===== src/rtl/riscv_pkg.sv =====
// ============================================================================
// Module   : riscv_pkg
// Brief    : Shared encodings for the RV32 pipeline: writeback result select,
//            load funct3 codes and register-file address width.
// Revision : 1.0 - initial release
// ============================================================================
`default_nettype none

package riscv_pkg;

  localparam int REG_ADDR_W = 5;

  typedef enum logic [1:0] {
    RES_ALU = 2'b00,
    RES_MEM = 2'b01,
    RES_PC4 = 2'b10
  } result_src_t;

  typedef enum logic [2:0] {
    LT_LB  = 3'b000,
    LT_LH  = 3'b001,
    LT_LW  = 3'b010,
    LT_LBU = 3'b100,
    LT_LHU = 3'b101
  } load_type_t;

endpackage

`default_nettype wire


===== src/rtl/load_extend.sv =====
// ============================================================================
// Module   : load_extend
// Brief    : Combinational lane select and sign/zero extension of load data.
// Revision : 1.0 - initial release
// ============================================================================
`default_nettype none

module load_extend
  import riscv_pkg::*;
#(
  parameter int WIDTH = 32
) (
  input  logic [WIDTH-1:0] i_word,
  input  logic [1:0]       i_off,
  input  logic [2:0]       i_load_type,
  output logic [WIDTH-1:0] o_ext
);

  logic [7:0]  w_byte;
  logic [15:0] w_half;

  always_comb begin
    w_byte = i_word[7:0];
    case (i_off)
      2'd1:    w_byte = i_word[15:8];
      2'd2:    w_byte = i_word[23:16];
      2'd3:    w_byte = i_word[31:24];
      default: w_byte = i_word[7:0];
    endcase
  end

  // Halfword lane comes from off[1] only; misaligned halfwords trap upstream.
  assign w_half = i_off[1] ? i_word[31:16] : i_word[15:0];

  always_comb begin
    o_ext = i_word;
    case (i_load_type)
      LT_LB:   o_ext = {{(WIDTH-8){w_byte[7]}}, w_byte};
      LT_LBU:  o_ext = {{(WIDTH-8){1'b0}}, w_byte};
      LT_LH:   o_ext = {{(WIDTH-16){w_half[15]}}, w_half};
      LT_LHU:  o_ext = {{(WIDTH-16){1'b0}}, w_half};
      default: o_ext = i_word;
    endcase
  end

endmodule

`default_nettype wire


===== src/rtl/writeback_stage.sv =====
// ============================================================================
// Module   : writeback_stage
// Brief    : MEM/WB pipeline register with stall/flush, load extension and
//            writeback result select. Optional macro WB_RETIRE_CNT_EN adds a
//            retired-instruction counter output RetireCount.
// Revision : 1.0 - initial release
// ============================================================================
`default_nettype none

module writeback_stage #(
  parameter int WIDTH      = 32,
  parameter int REG_ADDR_W = 5
) (
  input  logic                  clk,
  input  logic                  rst,
  input  logic                  ValidM,
  input  logic [WIDTH-1:0]      ALUResultM,
  input  logic [WIDTH-1:0]      ReadDataM,
  input  logic [WIDTH-1:0]      PCPlus4M,
  input  logic [REG_ADDR_W-1:0] RdM,
  input  logic                  RegWriteM,
  input  logic [1:0]            ResultSrcM,
  input  logic [2:0]            LoadTypeM,
  input  logic                  StallW,
  input  logic                  FlushW,
  output logic [WIDTH-1:0]      ResultW,
  output logic [REG_ADDR_W-1:0] RdW,
  output logic                  RegWriteW,
  output logic                  ValidW
`ifdef WB_RETIRE_CNT_EN
  ,
  output logic [WIDTH-1:0]      RetireCount
`endif
);

  import riscv_pkg::*;

  logic                  r_valid;
  logic                  r_regwrite;
  logic [WIDTH-1:0]      r_alu;
  logic [WIDTH-1:0]      r_rdata;
  logic [WIDTH-1:0]      r_pc4;
  logic [REG_ADDR_W-1:0] r_rd;
  logic [1:0]            r_result_src;
  logic [2:0]            r_load_type;
  logic [WIDTH-1:0]      w_load;
  logic [WIDTH-1:0]      w_result;

  // Flush only kills valid/regwrite; the data fields hold since they are dead.
  always_ff @(posedge clk or posedge rst) begin
    if (rst) begin
      r_valid      <= 1'b0;
      r_regwrite   <= 1'b0;
      r_alu        <= '0;
      r_rdata      <= '0;
      r_pc4        <= '0;
      r_rd         <= '0;
      r_result_src <= '0;
      r_load_type  <= '0;
    end else if (FlushW) begin
      r_valid    <= 1'b0;
      r_regwrite <= 1'b0;
    end else if (!StallW) begin
      r_valid      <= ValidM;
      r_regwrite   <= RegWriteM;
      r_alu        <= ALUResultM;
      r_rdata      <= ReadDataM;
      r_pc4        <= PCPlus4M;
      r_rd         <= RdM;
      r_result_src <= ResultSrcM;
      r_load_type  <= LoadTypeM;
    end
  end

  load_extend #(
    .WIDTH(WIDTH)
  ) u_load_extend (
    .i_word      (r_rdata),
    .i_off       (r_alu[1:0]),
    .i_load_type (r_load_type),
    .o_ext       (w_load)
  );

  always_comb begin
    w_result = r_alu;
    case (r_result_src)
      RES_MEM: w_result = w_load;
      RES_PC4: w_result = r_pc4;
      default: w_result = r_alu;
    endcase
  end

  assign ResultW   = w_result;
  assign RdW       = r_rd;
  assign ValidW    = r_valid;
  assign RegWriteW = r_regwrite & r_valid & (r_rd != '0);

`ifdef WB_RETIRE_CNT_EN
  logic [WIDTH-1:0] r_retire_cnt;

  always_ff @(posedge clk or posedge rst) begin
    if (rst) begin
      r_retire_cnt <= '0;
    end else if (ValidM && !FlushW && !StallW) begin
      r_retire_cnt <= r_retire_cnt + 1'b1;
    end
  end

  assign RetireCount = r_retire_cnt;
`endif

endmodule

`default_nettype wire


===== config.mk =====
export PLATFORM = sky130hd
export DESIGN_NAME = writeback_stage
export DESIGN_NICKNAME = d
export VERILOG_FILES = /design/src/rtl/riscv_pkg.sv /design/src/rtl/load_extend.sv /design/src/rtl/writeback_stage.sv
export SDC_FILE = /design/constraint.sdc
export NUM_CORES = 1
export LEC_CHECK = 0
export BUFFER_PORTS_ARGS = -buffer_cell sky130_fd_sc_hd__buf_2
export CAP_MARGIN = 20
export CORE_MARGIN = 2
export CORE_UTILIZATION = 50
export DETAILED_ROUTE_END_ITERATION = 10
export PLACE_DENSITY = 0.77
export SLEW_MARGIN = 20
export SYNTH_ARGS = -nofsm -noshare
export SYNTH_HDL_FRONTEND = slang
export SYNTH_HIERARCHICAL = 1
export SYNTH_SLANG_ARGS = --single-unit

===== constraint.sdc =====
create_clock -name clk -period 7.85 [get_ports clk]
set_input_delay 1.9625 -clock clk [delete_from_list [all_inputs] [get_ports clk]]
set_output_delay 1.9625 -clock clk [all_outputs]
set_load 0.01 [all_outputs]

Yosys cells after proc, flatten, opt, wreduce, memory -nomap -nowiden
Cells that the tools add are included.
{"block": "totals", "register_bits": 108, "inputBits": 112, "output_inout_bits": 39, "wordCells": 32}
{"block": "op_classes", "eq_ne": 9, "mux": 8, "bitwise": 4, "reduce_logical": 3}
{"op": "32-bit one-hot mux with 4 select lines", "n": 1}
{"op": "32-bit one-hot mux with 2 select lines", "n": 1}
{"op": "8-bit one-hot mux with 3 select lines", "n": 1}
{"op": "16-bit two-way mux", "n": 1}
{"op": "2-bit equality test (second input constant)", "n": 3}
{"op": "3-bit equality test (second input constant)", "n": 2}
{"op": "5-bit nonzero test", "n": 1}
{"op": "2-bit by 1-bit equality test with 1-bit output (second input constant)", "n": 2}
{"op": "1-bit two-way mux", "n": 4}
{"op": "3-bit by 1-bit equality test with 1-bit output (second input constant)", "n": 1}
{"op": "3-bit logical NOT", "n": 1}
{"op": "1-bit AND", "n": 2}
{"op": "2-bit by 1-bit != test with 1-bit output (second input constant)", "n": 1}
{"op": "1-bit NOT", "n": 2}
{"op": "2-bit AND reduction", "n": 1}

Depth between registers and ports, before layout
{"block": "logic_depth", "word_depth": 4, "depth_mapped": 8, "depth_no_buf": 6}

By module
Netlist, hierarchy kept.
{"module": "writeback_stage", "instances": 1, "cells_each": 346, "area_each_um2": 4793.3, "seq_area_each_um2": 2702.6}
{"module": "load_extend", "instances": 1, "cells_each": 111, "area_each_um2": 668.1, "seq_area_each_um2": 0.0}

Worst setup path after synthesis
Ideal clock, no wire load.
{"block": "synth_timing", "kind": "register to output", "start": "reg r_load_type[1]", "end": "out ResultW[26]", "t_arrival_ns": 1.865, "slack_ns": 4.023, "stages_incl_launch_ff": 8, "path_cell_list": "dfrtp_1 -> clkbuf_1 -> or4_4 -> o22ai_4 -> buf_6 -> a21o_1 -> a22oi_1 -> o21ai_0"}
{"block": "synth_via", "elab_chain_cells": 3}
{"element": "start, declared", "line_no": "writeback_stage.sv:45", "source": "logic [2:0] r_load_type;"}
{"element": "start signal, assigned", "line_no": "writeback_stage.sv:71", "source": "r_load_type <= LoadTypeM;"}
{"element": "3-bit equality test (tied with other cells)", "line_no": "load_extend.sv:37", "source": "case (i_load_type)"}
{"element": "32-bit one-hot mux with 4 select lines *", "line_no": "load_extend.sv:37"}
{"element": "named net w_load[26]", "line_no": "writeback_stage.sv:46", "source": "logic [WIDTH-1:0] w_load;"}
{"element": "32-bit one-hot mux with 2 select lines *", "line_no": "writeback_stage.sv:86", "source": "case (r_result_src)"}
{"element": "end, declared", "line_no": "writeback_stage.sv:26", "source": "output logic [WIDTH-1:0] ResultW,"}
The timed path passes the listed nets; every way through them passes the cells marked *.

Final worst setup path
{"block": "layout_timing", "start": "reg r_load_type[1]", "end": "out ResultW[28]"}
Same word-level chain as after synthesis.

==> summary.txt <==
HP Class: reg2reg
Vias in the first global route: 4,118
Drt first pass iters: 4
Synth-to-Final Area Change: 18.0%
Leakage: 3.15 nW
Iter 0 DRT Violations: 199
Period Utilization, post-route: 0.619
CTS root buffer: clkbuf_8
Antenna Cells: 0
Global route overflow: 0
Syn Std Cell Area: 5460 um2
Buffers on Ports: 150
Initial antenna violation count: 0
Io pins: 151
CTS buffer count: 9
Asr flop ratio synth: 1.00
First-pass GRT wire length: 20,800 um
Worst slew pin tran: 1.01 ns
Req. time, crit path: 5.89 ns
Die area: 11,800 um2
Seq/Total Area, Yosys: 0.495
Final ANT Viol Nets: 0
HPWL Detailed: 9290 um
FF-to-FF Start: r_alu[1]
Post-Syn Area per Cell: 12.0 um2
Yosys warning total: 6
Dpl cells: 717
CTS clk-pin slew, worst paths: 0.10 ns
Initial Util: 0.508
Worst r2r dst: r_alu[1]
Setup WS post-layout: 2.99 ns
CP Data Arrival Time: 2.90 ns
CP Max Fanout: 20
Die H: 109 um
Post-Syn Nets: 571
Distinct cell type count after synthesis: 29
Ys flop type: dfrtp_1
Clock Sinks: 108
Vias/cell: 5.43
DIE WIDTH: 109 um
Total GRT Usage: 0.231
Worst setup EP type: output pin
Crit path time final: 4.86 ns
Via count: 3,980
EDFF count, synth: 0
Slew Limit Fails: 0
Cts hold-fix bufs: 0
PD cells: 235 nW/um2
Final instance area: 6440 um2
Final hold violations: 0
GPL Wtd Cong: 0.896
Share of layout cells above drive strength 1: 0.477
Synth Register Bits: 108
Fmax: 206 MHz
Reg2Reg Depth: 1
Placement Cell Area: 6240 um2
CTS tree: built
Pre-CTS setup slack: 3.39 ns
Hold endpoint: r_alu[21]
Pin count of the biggest net entering global routing: 66
H-tree depth: 3
Peak VDD IR: 112 uV
Final setup viols: 0
Post-cts resize count: 0
# rows: 38
Setup tns final: 0 ns
Post-detailed-routing wire length: 13,000 um
Worst hold start: r_alu[21]
DR DRC count: 0
Non-filler cells, final: 733
Postcts setup bufs: 0
Nature of the critical path startpoint: register
CTS max path bufs: 2
Maxcap violations: 0
RSZ-0062 raised after global routing: false
Layout Nets: 702
Hold Slack: 0.513 ns
Worst setup path class: reg2out
Gate Count Post-Synth: 457
Worst Hold Depth: 1
Core box area: 10,700 um2
Slew margin rel.: 0.325
R2R setup slack: 6.70 ns
Clk Latency, worst-skew pair: 0.37 ns
Drt wl/cell: 17.7 um
Setup Skew: 0 ns
Status: completed
critical path: stages (launching register included):
cell and delay [ns]:
dfrtp_1 0.63, buf_4 0.33, or4_4 0.54, o22ai_4 0.42, a21o_1 0.16, a22oi_1 0.07, o21ai_0 0.18, buf_2 0.16
Yosys cell counts (all sizes together), types with 2 or more instances:
cell type  instances  area (um2)
a21o              17         128
a21oi              2        10.0
a221o              8        80.1
a22oi             39         293
buf               13         103
clkbuf            22        82.6
dfrtp            108        2700
ha                 2        25.0
inv                5        18.8
mux2             106        1340
mux2i              3        30.0
nand2             67         251
nand2b             7        43.8
nor2               6        30.0
nor2b              3        18.8
o21ai             40         200
placed cells by master (no fill, tap or decap), drive strengths merged:
cell and count:
and3b 1, nand2b 7, nor2b 3, o21ai 40, mux4 1, buf 155, inv 6, bufinv 1
nor2 6, o311a 1, dfrtp 108, a22oi 39, a221o 8, nand2 67, o22ai 1, mux2 106
o22a 1, a31oi 1, o21bai 1, mux2i 3, clkinv 4, ha 2, a21oi 2, a21o 17
or4 1, clkbuf 10, or3 1
sequential cells by signal, summed over array words and instances (netlist names):
name          cells
r_rdata          32
r_alu            32
r_result_src      2
RdW               5
r_load_type       3
r_regwrite        1
ValidW            1
r_pc4            32
through the flow:
stage          total power, W  utilization
2_1_floorplan         0.00102            -
3_3_place_gp          0.00117        0.581
3_5_place_dp          0.00118        0.581
4_1_cts               0.00153        0.600
5_1_grt               0.00161        0.600
6_report              0.00152        0.600
report_power, final:
group | switching [W] | leakage (nW) | internal (W)
logic | 0.000230 | 1.77 | 0.000230
clock network | 0.000192 | 0.106 | 0.000156
registers | 0.0000728 | 1.27 | 0.000637
total | 0.000494 | 3.15 | 0.00102
layer usage:
metal	up-vias	routed length (um)	global-route usage	part of all wire
met4	0	227	0.0888	0.017
met2	109	6200	0.360	0.48
met1	1945	5830	0.321	0.45
met3	16	755	0.0440	0.058
li1	1910	-	-	-
met5	-	0	0	0
kinds of logic (layout without fill, tap and decap cells):
group	Yosys count	in the layout	share of synthesized area
AO/OA/AOI/OAI	111	111	0.140
adder cells (fa/ha/maj)	2	2	0.00458
multiplexers	110	110	0.256
buffers and inverters	40	176	0.0373
AND/OR/NAND/NOR	86	86	0.0678
flip-flops	108	108	0.495
how the worst max path moves through the flow:
stage,start,to,slack [ns],depth (start not counted)
after global placement,r_load_type[1],ResultW[30],3.43,7
after CTS,r_load_type[1],ResultW[28],2.95,7
after detailed placement,r_load_type[1],ResultW[17],3.39,7
final,r_load_type[1],ResultW[28],2.99,7
after floorplan,rst,RdW[0],3.04,1
after global routing,r_load_type[1],ResultW[22],2.80,7
area by class of cell:
type                       count  area (um2)
fill                         892        4300
sequential                   108        2700
multi-input combinational    309        2560
timing repair buffer         155         788
tap                          140         175
clock buffer                  10         138
clock inverter                 6        62.6
inverter                       5        21.3
(Power assumes the default switching activity.)
